===== src/rtl/spike_collector_pkg.sv =====
// Shared types and defaults for the spike collector (state encoding, widths).
package spike_collector_pkg;

    typedef enum logic [1:0] {
        ACCUM = 2'd0,
        SCAN  = 2'd1,
        DONE  = 2'd2
    } state_e;

    localparam int DEF_N           = 256;
    localparam int DEF_NUM_CLASSES = 10;
    localparam int DEF_CNT_W       = 8;
    localparam int DEF_DROP_W      = 16;

    // Class index width; a single class still needs one bit.
    function automatic int cls_w(input int n);
        return (n <= 1) ? 1 : $clog2(n);
    endfunction

endpackage


===== src/rtl/spike_collector_if.sv =====
// Spike pushback input and host result handshake bundle.
// SPIKE_COLLECTOR_IRQ_EN adds irq_o / irq_mask_i.
interface spike_collector_if
    import spike_collector_pkg::*;
#(
    parameter int N           = DEF_N,
    parameter int NUM_CLASSES = DEF_NUM_CLASSES,
    parameter int CNT_W       = DEF_CNT_W,
    parameter int DROP_W      = DEF_DROP_W
);
    localparam int AW = $clog2(N);
    localparam int IW = cls_w(NUM_CLASSES);

    logic              spike_pushback_i;
    logic [AW-1:0]     spike_pushback_addr_i;
    logic              inference_done_i;
    logic              result_valid_o;
    logic              result_ack_i;
    logic [IW-1:0]     winner_idx_o;
    logic [CNT_W-1:0]  winner_cnt_o;
    logic              no_spike_o;
    logic [DROP_W-1:0] drop_cnt_o;
    logic              busy_o;
`ifdef SPIKE_COLLECTOR_IRQ_EN
    logic              irq_o;
    logic              irq_mask_i;
`endif

    modport master (
        output spike_pushback_i, spike_pushback_addr_i, inference_done_i, result_ack_i,
`ifdef SPIKE_COLLECTOR_IRQ_EN
        output irq_mask_i,
        input  irq_o,
`endif
        input  result_valid_o, winner_idx_o, winner_cnt_o, no_spike_o, drop_cnt_o, busy_o
    );

    modport slave (
        input  spike_pushback_i, spike_pushback_addr_i, inference_done_i, result_ack_i,
`ifdef SPIKE_COLLECTOR_IRQ_EN
        input  irq_mask_i,
        output irq_o,
`endif
        output result_valid_o, winner_idx_o, winner_cnt_o, no_spike_o, drop_cnt_o, busy_o
    );

endinterface


===== src/rtl/spike_collector_sat_counter.sv =====
// Saturating up-counter; clear has priority over increment.
module sat_counter #(
    parameter int W = 8
) (
    input  logic         clk_i,
    input  logic         rst_i,
    input  logic         inc_i,
    input  logic         clr_i,
    output logic [W-1:0] cnt_o
);
    logic [W-1:0] cnt_q;

    always_ff @(posedge clk_i) begin
        if (rst_i || clr_i)           cnt_q <= '0;
        else if (inc_i && cnt_q != '1) cnt_q <= cnt_q + W'(1);
    end

    assign cnt_o = cnt_q;

endmodule


===== src/rtl/spike_collector.sv =====
// Per-class spike counting, argmax scan on inference-done rise, valid/ack result.
// Optional SPIKE_COLLECTOR_IRQ_EN: one-cycle irq pulse on result, maskable.
module spike_collector
    import spike_collector_pkg::*;
#(
    parameter int N           = DEF_N,
    parameter int NUM_CLASSES = DEF_NUM_CLASSES,
    parameter int CNT_W       = DEF_CNT_W,
    parameter int DROP_W      = DEF_DROP_W
) (
    input logic              clk_i,
    input logic              rst_i,
    spike_collector_if.slave bus
);
    localparam int AW = $clog2(N);
    localparam int IW = cls_w(NUM_CLASSES);

    state_e                              state_q;
    logic                                done_q, busy_q, valid_q, no_spike_q;
    logic [IW-1:0]                       scan_idx_q, best_idx_q, winner_idx_q;
    logic [CNT_W-1:0]                    best_cnt_q, winner_cnt_q;
    logic [NUM_CLASSES-1:0][CNT_W-1:0]   cnt;
    logic [DROP_W-1:0]                   drop_cnt;

    logic             rise, accum, spk, ack_clr, gt, last;
    logic [CNT_W-1:0] cur_cnt, best_cnt_d;
    logic [IW-1:0]    best_idx_d;

    assign rise    = bus.inference_done_i & ~done_q;
    assign accum   = (state_q == ACCUM);
    assign spk     = bus.spike_pushback_i;
    assign ack_clr = (state_q == DONE) & bus.result_ack_i;

    // Addresses outside 0..NUM_CLASSES-1 match no counter and are silently ignored.
    for (genvar i = 0; i < NUM_CLASSES; i++) begin : g_cls
        sat_counter #(.W(CNT_W)) u_cnt (
            .clk_i (clk_i),
            .rst_i (rst_i),
            .inc_i (accum & spk & (bus.spike_pushback_addr_i == AW'(i))),
            .clr_i (ack_clr),
            .cnt_o (cnt[i])
        );
    end

    sat_counter #(.W(DROP_W)) u_drop (
        .clk_i (clk_i),
        .rst_i (rst_i),
        .inc_i (~accum & spk),
        .clr_i (ack_clr),
        .cnt_o (drop_cnt)
    );

    // Strictly-greater replace keeps the lowest index on ties.
    assign cur_cnt    = cnt[scan_idx_q];
    assign gt         = cur_cnt > best_cnt_q;
    assign best_cnt_d = gt ? cur_cnt : best_cnt_q;
    assign best_idx_d = gt ? scan_idx_q : best_idx_q;
    assign last       = (scan_idx_q == IW'(NUM_CLASSES - 1));

`ifdef SPIKE_COLLECTOR_IRQ_EN
    logic irq_q;
`endif

    always_ff @(posedge clk_i) begin
        if (rst_i) begin
            state_q      <= ACCUM;
            done_q       <= 1'b0;
            busy_q       <= 1'b0;
            valid_q      <= 1'b0;
            no_spike_q   <= 1'b0;
            scan_idx_q   <= '0;
            best_idx_q   <= '0;
            best_cnt_q   <= '0;
            winner_idx_q <= '0;
            winner_cnt_q <= '0;
`ifdef SPIKE_COLLECTOR_IRQ_EN
            irq_q        <= 1'b0;
`endif
        end else begin
            done_q <= bus.inference_done_i;
`ifdef SPIKE_COLLECTOR_IRQ_EN
            irq_q  <= 1'b0;
`endif
            case (state_q)
                ACCUM: if (rise) begin
                    state_q    <= SCAN;
                    busy_q     <= 1'b1;
                    scan_idx_q <= '0;
                    best_idx_q <= '0;
                    best_cnt_q <= '0;
                end
                SCAN: begin
                    scan_idx_q <= scan_idx_q + IW'(1);
                    best_idx_q <= best_idx_d;
                    best_cnt_q <= best_cnt_d;
                    if (last) begin
                        state_q      <= DONE;
                        valid_q      <= 1'b1;
                        winner_idx_q <= best_idx_d;
                        winner_cnt_q <= best_cnt_d;
                        no_spike_q   <= (best_cnt_d == '0);
`ifdef SPIKE_COLLECTOR_IRQ_EN
                        irq_q        <= ~bus.irq_mask_i;
`endif
                    end
                end
                DONE: if (bus.result_ack_i) begin
                    state_q <= ACCUM;
                    valid_q <= 1'b0;
                    busy_q  <= 1'b0;
                end
                default: begin
                    state_q <= ACCUM;
                    busy_q  <= 1'b0;
                    valid_q <= 1'b0;
                end
            endcase
        end
    end

    assign bus.result_valid_o = valid_q;
    assign bus.winner_idx_o   = winner_idx_q;
    assign bus.winner_cnt_o   = winner_cnt_q;
    assign bus.no_spike_o     = no_spike_q;
    assign bus.drop_cnt_o     = drop_cnt;
    assign bus.busy_o         = busy_q;
`ifdef SPIKE_COLLECTOR_IRQ_EN
    assign bus.irq_o          = irq_q;
`endif

endmodule


===== src/flat_wrapper.sv =====
// flat-port wrapper written by rule: the top's interface ports become plain ports
module spike_collector_flat import spike_collector_pkg::*;
#(
    parameter int N           = DEF_N,
    parameter int NUM_CLASSES = DEF_NUM_CLASSES,
    parameter int CNT_W       = DEF_CNT_W,
    parameter int DROP_W      = DEF_DROP_W
)
  (clk_i, rst_i, bus_spike_pushback_i, bus_spike_pushback_addr_i, bus_inference_done_i, bus_result_ack_i, bus_result_valid_o, bus_winner_idx_o, bus_winner_cnt_o, bus_no_spike_o, bus_drop_cnt_o, bus_busy_o);
  spike_collector_if #(.N(N), .NUM_CLASSES(NUM_CLASSES), .CNT_W(CNT_W), .DROP_W(DROP_W)) bus_i ();
  input logic clk_i;
  input logic rst_i;
  input wire logic [$bits(bus_i.spike_pushback_i)-1:0] bus_spike_pushback_i;
  input wire logic [$bits(bus_i.spike_pushback_addr_i)-1:0] bus_spike_pushback_addr_i;
  input wire logic [$bits(bus_i.inference_done_i)-1:0] bus_inference_done_i;
  input wire logic [$bits(bus_i.result_ack_i)-1:0] bus_result_ack_i;
  output wire logic [$bits(bus_i.result_valid_o)-1:0] bus_result_valid_o;
  output wire logic [$bits(bus_i.winner_idx_o)-1:0] bus_winner_idx_o;
  output wire logic [$bits(bus_i.winner_cnt_o)-1:0] bus_winner_cnt_o;
  output wire logic [$bits(bus_i.no_spike_o)-1:0] bus_no_spike_o;
  output wire logic [$bits(bus_i.drop_cnt_o)-1:0] bus_drop_cnt_o;
  output wire logic [$bits(bus_i.busy_o)-1:0] bus_busy_o;
  assign bus_i.spike_pushback_i = bus_spike_pushback_i;
  assign bus_i.spike_pushback_addr_i = bus_spike_pushback_addr_i;
  assign bus_i.inference_done_i = bus_inference_done_i;
  assign bus_i.result_ack_i = bus_result_ack_i;
  assign bus_result_valid_o = bus_i.result_valid_o;
  assign bus_winner_idx_o = bus_i.winner_idx_o;
  assign bus_winner_cnt_o = bus_i.winner_cnt_o;
  assign bus_no_spike_o = bus_i.no_spike_o;
  assign bus_drop_cnt_o = bus_i.drop_cnt_o;
  assign bus_busy_o = bus_i.busy_o;
  spike_collector #(.N(N), .NUM_CLASSES(NUM_CLASSES), .CNT_W(CNT_W), .DROP_W(DROP_W)) u_core (.clk_i(clk_i), .rst_i(rst_i), .bus(bus_i));
endmodule

===== config.mk =====
export PLATFORM = sky130hd
export DESIGN_NAME = spike_collector_flat
export DESIGN_NICKNAME = d
export VERILOG_FILES = /design/src/rtl/spike_collector_pkg.sv /design/src/rtl/spike_collector_if.sv /design/src/rtl/spike_collector_sat_counter.sv /design/src/rtl/spike_collector.sv /design/src/flat_wrapper.sv
export SDC_FILE = /design/constraint.sdc
export NUM_CORES = 1
export LEC_CHECK = 0
export ABC_AREA = 1
export CAP_MARGIN = 20
export CORE_MARGIN = 2
export CORE_UTILIZATION = 39
export DETAILED_ROUTE_END_ITERATION = 16
export PLACE_DENSITY_LB_ADDON = 0.12
export REMOVE_ABC_BUFFERS = 1
export SYNTH_ARGS = -nofsm -noshare
export SYNTH_HDL_FRONTEND = slang
export SYNTH_HIERARCHICAL = 1
export SYNTH_SLANG_ARGS = --single-unit

===== constraint.sdc =====
create_clock -name clk_i -period 4.6 [get_ports clk_i]
set_input_delay 0.46 -clock clk_i [delete_from_list [all_inputs] [get_ports clk_i]]
set_output_delay 0.46 -clock clk_i [all_outputs]
set_load 0.1 [all_outputs]

# Yosys cells after proc, flatten, opt, wreduce, memory -nomap -nowiden
# Index checks and enable logic that the tools add are counted.
[word_totals]
reg_bits = 130
in_bits = 13
wordCells = 117
[classes]
addsub = 12
order_cmp = 2
eq_ne = 26
n_mux = 18
n_bitwise = 17
n_reduce_logical = 21
[op_table]
columns = ["op", "n"]
rows = [
  ["adder 8 x 1 -> 8 bit, second input constant", 10],
  ["!= test 8 bit, second input constant", 10],
  ["binary-select mux 8 bit (select 4 bit)", 1],
  ["equality test 8 x 3 -> 1 bit, second input constant", 4],
  ["2-to-1 mux 8 bit", 3],
  ["adder 16 x 1 -> 16 bit, second input constant", 1],
  ["equality test 8 x 2 -> 1 bit, second input constant", 2],
  ["equality test 8 x 4 -> 1 bit, second input constant", 2],
  ["zero test 8 bit", 2],
  ["!= test 16 bit, second input constant", 1],
  ["case mux 4 bit (2 select lines)", 2],
  ["case mux 8 bit (2 select lines)", 1],
  ["bitwise AND 1 bit", 14],
  ["logical AND 1 bit", 11],
  ["AND reduction 3 bit", 3],
  ["equality test 8 x 1 -> 1 bit, second input constant", 1],
  ["greater-than comparator 8 bit", 1],
  ["2-to-1 mux 4 bit", 2],
  ["2-to-1 mux 2 bit", 3],
  ["case mux 1 bit (3 select lines)", 2],
  ["case mux 2 bit (3 select lines)", 1],
  ["< comparator 4 x 5 -> 1 bit, second input constant", 1],
  ["adder 4 x 1 -> 4 bit, second input constant", 1],
  ["equality test 4 bit, second input constant", 1],
  ["other kinds (10)", 16],
]

# Logic depth before layout (Yosys ltp)
[depth]
ltp_word = 5
ltp_mapped = 25
depth_no_buf = 23

# Modules after synthesis
# Netlist, hierarchy kept.
[by_module_without_submodules]
columns = ["module", "instances", "cells_each", "area_per_inst_um2", "seq_area_each_um2"]
rows = [
  ["sat_counter (u_core.g_cls[0].u_cnt ...)", 10, 67, 447.9, 160.2],
  ["spike_collector", 1, 485, 2783.9, 680.7],
  ["sat_counter (u_core.u_drop)", 1, 149, 950.9, 320.3],
]

# Worst setup path after synthesis
# Ideal clock, no wire load.
[synth_timing]
path_kind = "input-to-reg"
from = "in bus_result_ack_i"
to = "reg u_core.u_drop.cnt_q[3], in the netlist u_core/u_drop/cnt_o[3]"
setup_ns = 0.119
t_arrival_ns = 3.554
required_time_ns = 4.481
path_slack_ns = 0.926
path_stages = 6
n_path_buf = 1
cell_sequence = "inv_1 -> nor2_1 -> nor2_1 -> buf_4 -> nand2_1 -> nor2_1"
[synth_via]
elab_chain_cells = 2
[synth_rtl]
columns = ["element", "line_no", "rtl"]
rows = [
  ["start, declared", "flat_wrapper.sv:16", "input wire logic [$bits(bus_i.result_ack_i)-1:0] bus_result_ack_i;"],
  ["bitwise AND 1 bit", "spike_collector.sv:32", "assign ack_clr = (state_q == DONE) & bus.result_ack_i;"],
  ["via u_core.ack_clr", "spike_collector.sv:25", "logic rise, accum, spk, ack_clr, gt, last;"],
  ["logical OR 1 bit", "spike_collector_sat_counter.sv:14", "if (rst_i || clr_i) cnt_q <= '0;"],
  ["end signal, assigned", "spike_collector_sat_counter.sv:15", "else if (inc_i && cnt_q != '1) cnt_q <= cnt_q + W'(1);"],
  ["end, declared", "spike_collector_sat_counter.sv:11", "logic [W-1:0] cnt_q;"],
]
# The timed path passes the listed nets, and every way through them passes these cells.
# A chain may end at the register's enable or synchronous reset.

# Worst setup path after layout
[layout_timing]
from = "reg u_core.scan_idx_q[0]"
to = "reg u_core.no_spike_q, in the netlist u_core/bus.no_spike_o"
[layout_via]
elab_chain_cells = 5
word_cells_on_any_way = 7
cone_classes = "order compare: 1; eq/ne: 1; mux: 3; reduce/logical: 2"
[layout_rtl]
columns = ["element", "line_no", "rtl"]
rows = [
  ["start, declared", "spike_collector.sv:20", "logic [IW-1:0] scan_idx_q, best_idx_q, winner_idx_q;"],
  ["start signal, assigned", "spike_collector.sv:93", "scan_idx_q <= scan_idx_q + IW'(1);"],
  ["binary-select mux 8 bit (select 4 bit)", "spike_collector.sv:54", "assign cur_cnt = cnt[scan_idx_q];"],
  ["2-to-1 mux 8 bit (not written as such)", "spike_collector.sv:54", ""],
  ["greater-than comparator 8 bit", "spike_collector.sv:55", "assign gt = cur_cnt > best_cnt_q;"],
  ["2-to-1 mux 8 bit", "spike_collector.sv:56", "assign best_cnt_d = gt ? cur_cnt : best_cnt_q;"],
  ["zero test 8 bit", "spike_collector.sv:101", "no_spike_q <= (best_cnt_d == '0);"],
  ["end signal, assigned", "spike_collector.sv:101", ""],
  ["end, declared", "spike_collector.sv:19", "logic done_q, busy_q, valid_q, no_spike_q;"],
]
# Parallel ways exist; a longest one is shown, timed or not. The select of a mux whose other input is x is not followed.

==> run summary <==
Outcome - completed
Total chip power - 3.46 mW
EDFF count, synth - 0
Share of cells above drive strength 1 - 9.80%
Top delay family on crit path - simple AND/OR/NAND/NOR gates
Power share of the clock group - 45.3%
Worst setup path class - reg -> reg
Synth top area share - 31.7%
Sw Share - 30.6%
Critical Path AT - 3.67 ns
Top Ports - 44
Power Density - 368 nW/um2
Dpl cells - 1590
Initial core utilization - 39.4%
CP bufs+invs - 1
GRT Total Usage - 19.4%
Largest buffer count on any clock path - 2
Ys Warns - 6
TritonCTS clock tree - done
Starting DRT DRC Count - 526
# setup viols final - 0
Switch Pwr - 1.06 mW
Max_slew headroom - 35.0%
Half-perimeter wire length after placement - 15300 um
Final TNS setup - 0 ns
Sequential element share of the synthesized area - 31.7%
CP endpoint kind - flip-flop
Commonest cells in the netlist - nand2_1 (386), nor2_1 (242), inv_1 (133), dfxtp_1 (130), nand3_1 (101)
Synth area leader - dfxtp_1
Vias in the first global route - 6937
Via-to-Cell Ratio - 4.81
Max Cap Violations - 0
Count leader, synth - nand2_1
Max stage delay cell, worst path - dfxtp_1
Remaining Overflow, GRT - 0
Vias - 7794
Main flop type after synthesis - dfxtp_1
CP Data Required Time - 4.96 ns
# DRC - 0
Core area - 20800 um2
Total wire length after detailed routing - 20700 um
Fmax - 303 MHz
Hold crit path type - reg -> reg
Final Hold Vio Count - 0
Num CTS Buffers - 17
GPL Wtd Cong - 0.850
Post-CTS Resized - 0
Sequential Power Share - 34.0%
Diodes inserted - 0
Post-Syn Instances - 1304
Syn_area_per_cell - 6.30 um2
Critical Path Source Type - flip-flop
Netlist cell types - 40
Post-route cell area - 9390 um2
Fin crit period - 3.31 ns
Slew @ Worst Pin - 0.972 ns
Largest net degree at the start of global routing - 44
Crit-path cells - inv_8 > nand2_1 > nand2_1 > nand2_1 > nand3_1 > nand3_1 > nand2_1 > ha_1 > nand2_1 > nor2_2 > nand4_1 > nand2_4 > nand2_1 > o21ai_2 > nand2_1 > nor2_1 > nand3_1 > a21oi_2
Drt first pass iters - 5
Placement Setup Slack - 1.32 ns
Worst-path clk slew - 0.06 ns
DR WL/cell - 12.7 um
Post-Syn Area - 8210 um2
Delay of the slowest critical-path stage - 0.92 ns
Clock latency at the later pin of the worst-skew pair - 0.43 ns
Area of the die - 22200 um2
Pins Over Slew Limit - 0
Fin nets - 1369
Post-route ant nets - 0
Gate power share - 20.7%
Clk_skew - 0.0102 ns
Die X - 149 um
Cell Rows - 53
Setup repair bufs after CTS - 0
Dominant cells by area after synthesis - dfxtp_1 (32%), nand2_1 (18%), nor2_1 (11%)
Initial antenna violation count - 0
Static leakage - 4.12 nW
Clock sink total - 130
Unrepaired setup endpoints after global routing - false
Fin crit share - 71.9%
First-pass GRT wire length - 34500 um
Int Power - 2.40 mW
Most used cell, CP - nand2_1
Htree depth - 4
Chip height - 149 um
Setup WS post-layout - 1.29 ns
Peak supply drop - 235 uV
Area grow syn2layout - 14.4%
Number of port buffers - 43
Worst-path maximum fanout - 43
Hold buffer count at CTS - 0
Root Buffer - clkbuf_16
Non-Filler Instances - 1622
Asr flop ratio synth - 0%
Flops & latches, synth - 130
DP Area - 8710 um2
## stage by stage
step / hold WS (ns) / util, %
after floorplan: 0.439 / -
after global placement: 0.454 / 41.9
after detailed placement: 0.456 / 41.9
after CTS: 0.457 / 45.1
after global routing: 0.476 / 45.1
final: 0.466 / 45.1
## layer usage
metal	GRT usage, %	share of wire [%]	vias up
li1	-	-	4152
met1	26.8	51	3507
met2	31.2	45	111
met3	3.46	2.9	24
met4	5.48	1.6	0
met5	0	0	-
## path summary, 6_finish.rpt
path | to | depth (start not counted) | startpoint | slack [ns]
worst max-delay path | u_core/bus.no_spike_o | 18 | u_core/scan_idx_q[0] | 1.29
worst min-delay path | u_core/best_cnt_q[3] | 2 | u_core/best_cnt_q[3] | 0.47
worst max register to register | u_core/bus.no_spike_o | 18 | u_core/scan_idx_q[0] | 1.29
worst min register to register | u_core/best_cnt_q[3] | 2 | u_core/best_cnt_q[3] | 0.47
## cell type report
class | instances | area (um2)
sequential | 130 | 2600
tap | 275 | 344
fill | 2207 | 11400
clock buffer | 18 | 439
clock inverter | 13 | 233
inverter | 160 | 608
multi-input combinational | 977 | 4690
timing repair buffer | 49 | 473
## flip-flops by register name (all words and copies together), names as in the netlist
name                       cells
u_core/best_cnt_q              8
u_core/best_idx_q              4
u_core/bus.busy_o              1
u_core/bus.no_spike_o          1
u_core/bus.result_valid_o      1
u_core/bus.winner_cnt_o        8
u_core/bus.winner_idx_o        4
u_core/done_q                  1
u_core/g_cls.u_cnt/cnt_o      80
u_core/scan_idx_q              4
u_core/state_q                 2
u_core/u_drop/cnt_o           16
## power by group through the flow
stage,Sequential (mW),Combinational (mW),Clock (mW)
final,1.18,0.715,1.57
after global routing,1.18,0.814,1.66
after CTS,1.18,0.720,1.61
after detailed placement,1.20,0.717,0
after global placement,1.20,0.716,0
after floorplan,1.22,0.518,0
## worst min-delay path: stages, from the launching register on
cell	delay [ns]
dfxtp_1	0.31
nand2_1	0.06
a21oi_1	0.05
## cells by family (layout without fill, tap and decap cells)
kind of cell | after synthesis | count (layout) | share of synthesized area, %
adders and majority gates | 21 | 21 | 3.20
AOI/OAI and AO/OA | 139 | 139 | 9.19
buffers and inverters | 197 | 240 | 11.3
DFF | 130 | 130 | 31.7
and+or+nand+nor | 817 | 817 | 44.7
## cell usage in the layout, fill, tap and decap left out, drive strengths merged, types with 18 or more instances in the layout
master         Yosys  routed
a21oi             81      81
clkbuf             6      18
clkdlybuf4s50      0      42
dfxtp            130     130
ha                21      21
inv              149     150
nand2            406     406
nand3            111     111
nor2             272     272
o21ai             40      40
No activity file was read; power rests on OpenSTA's default activity.
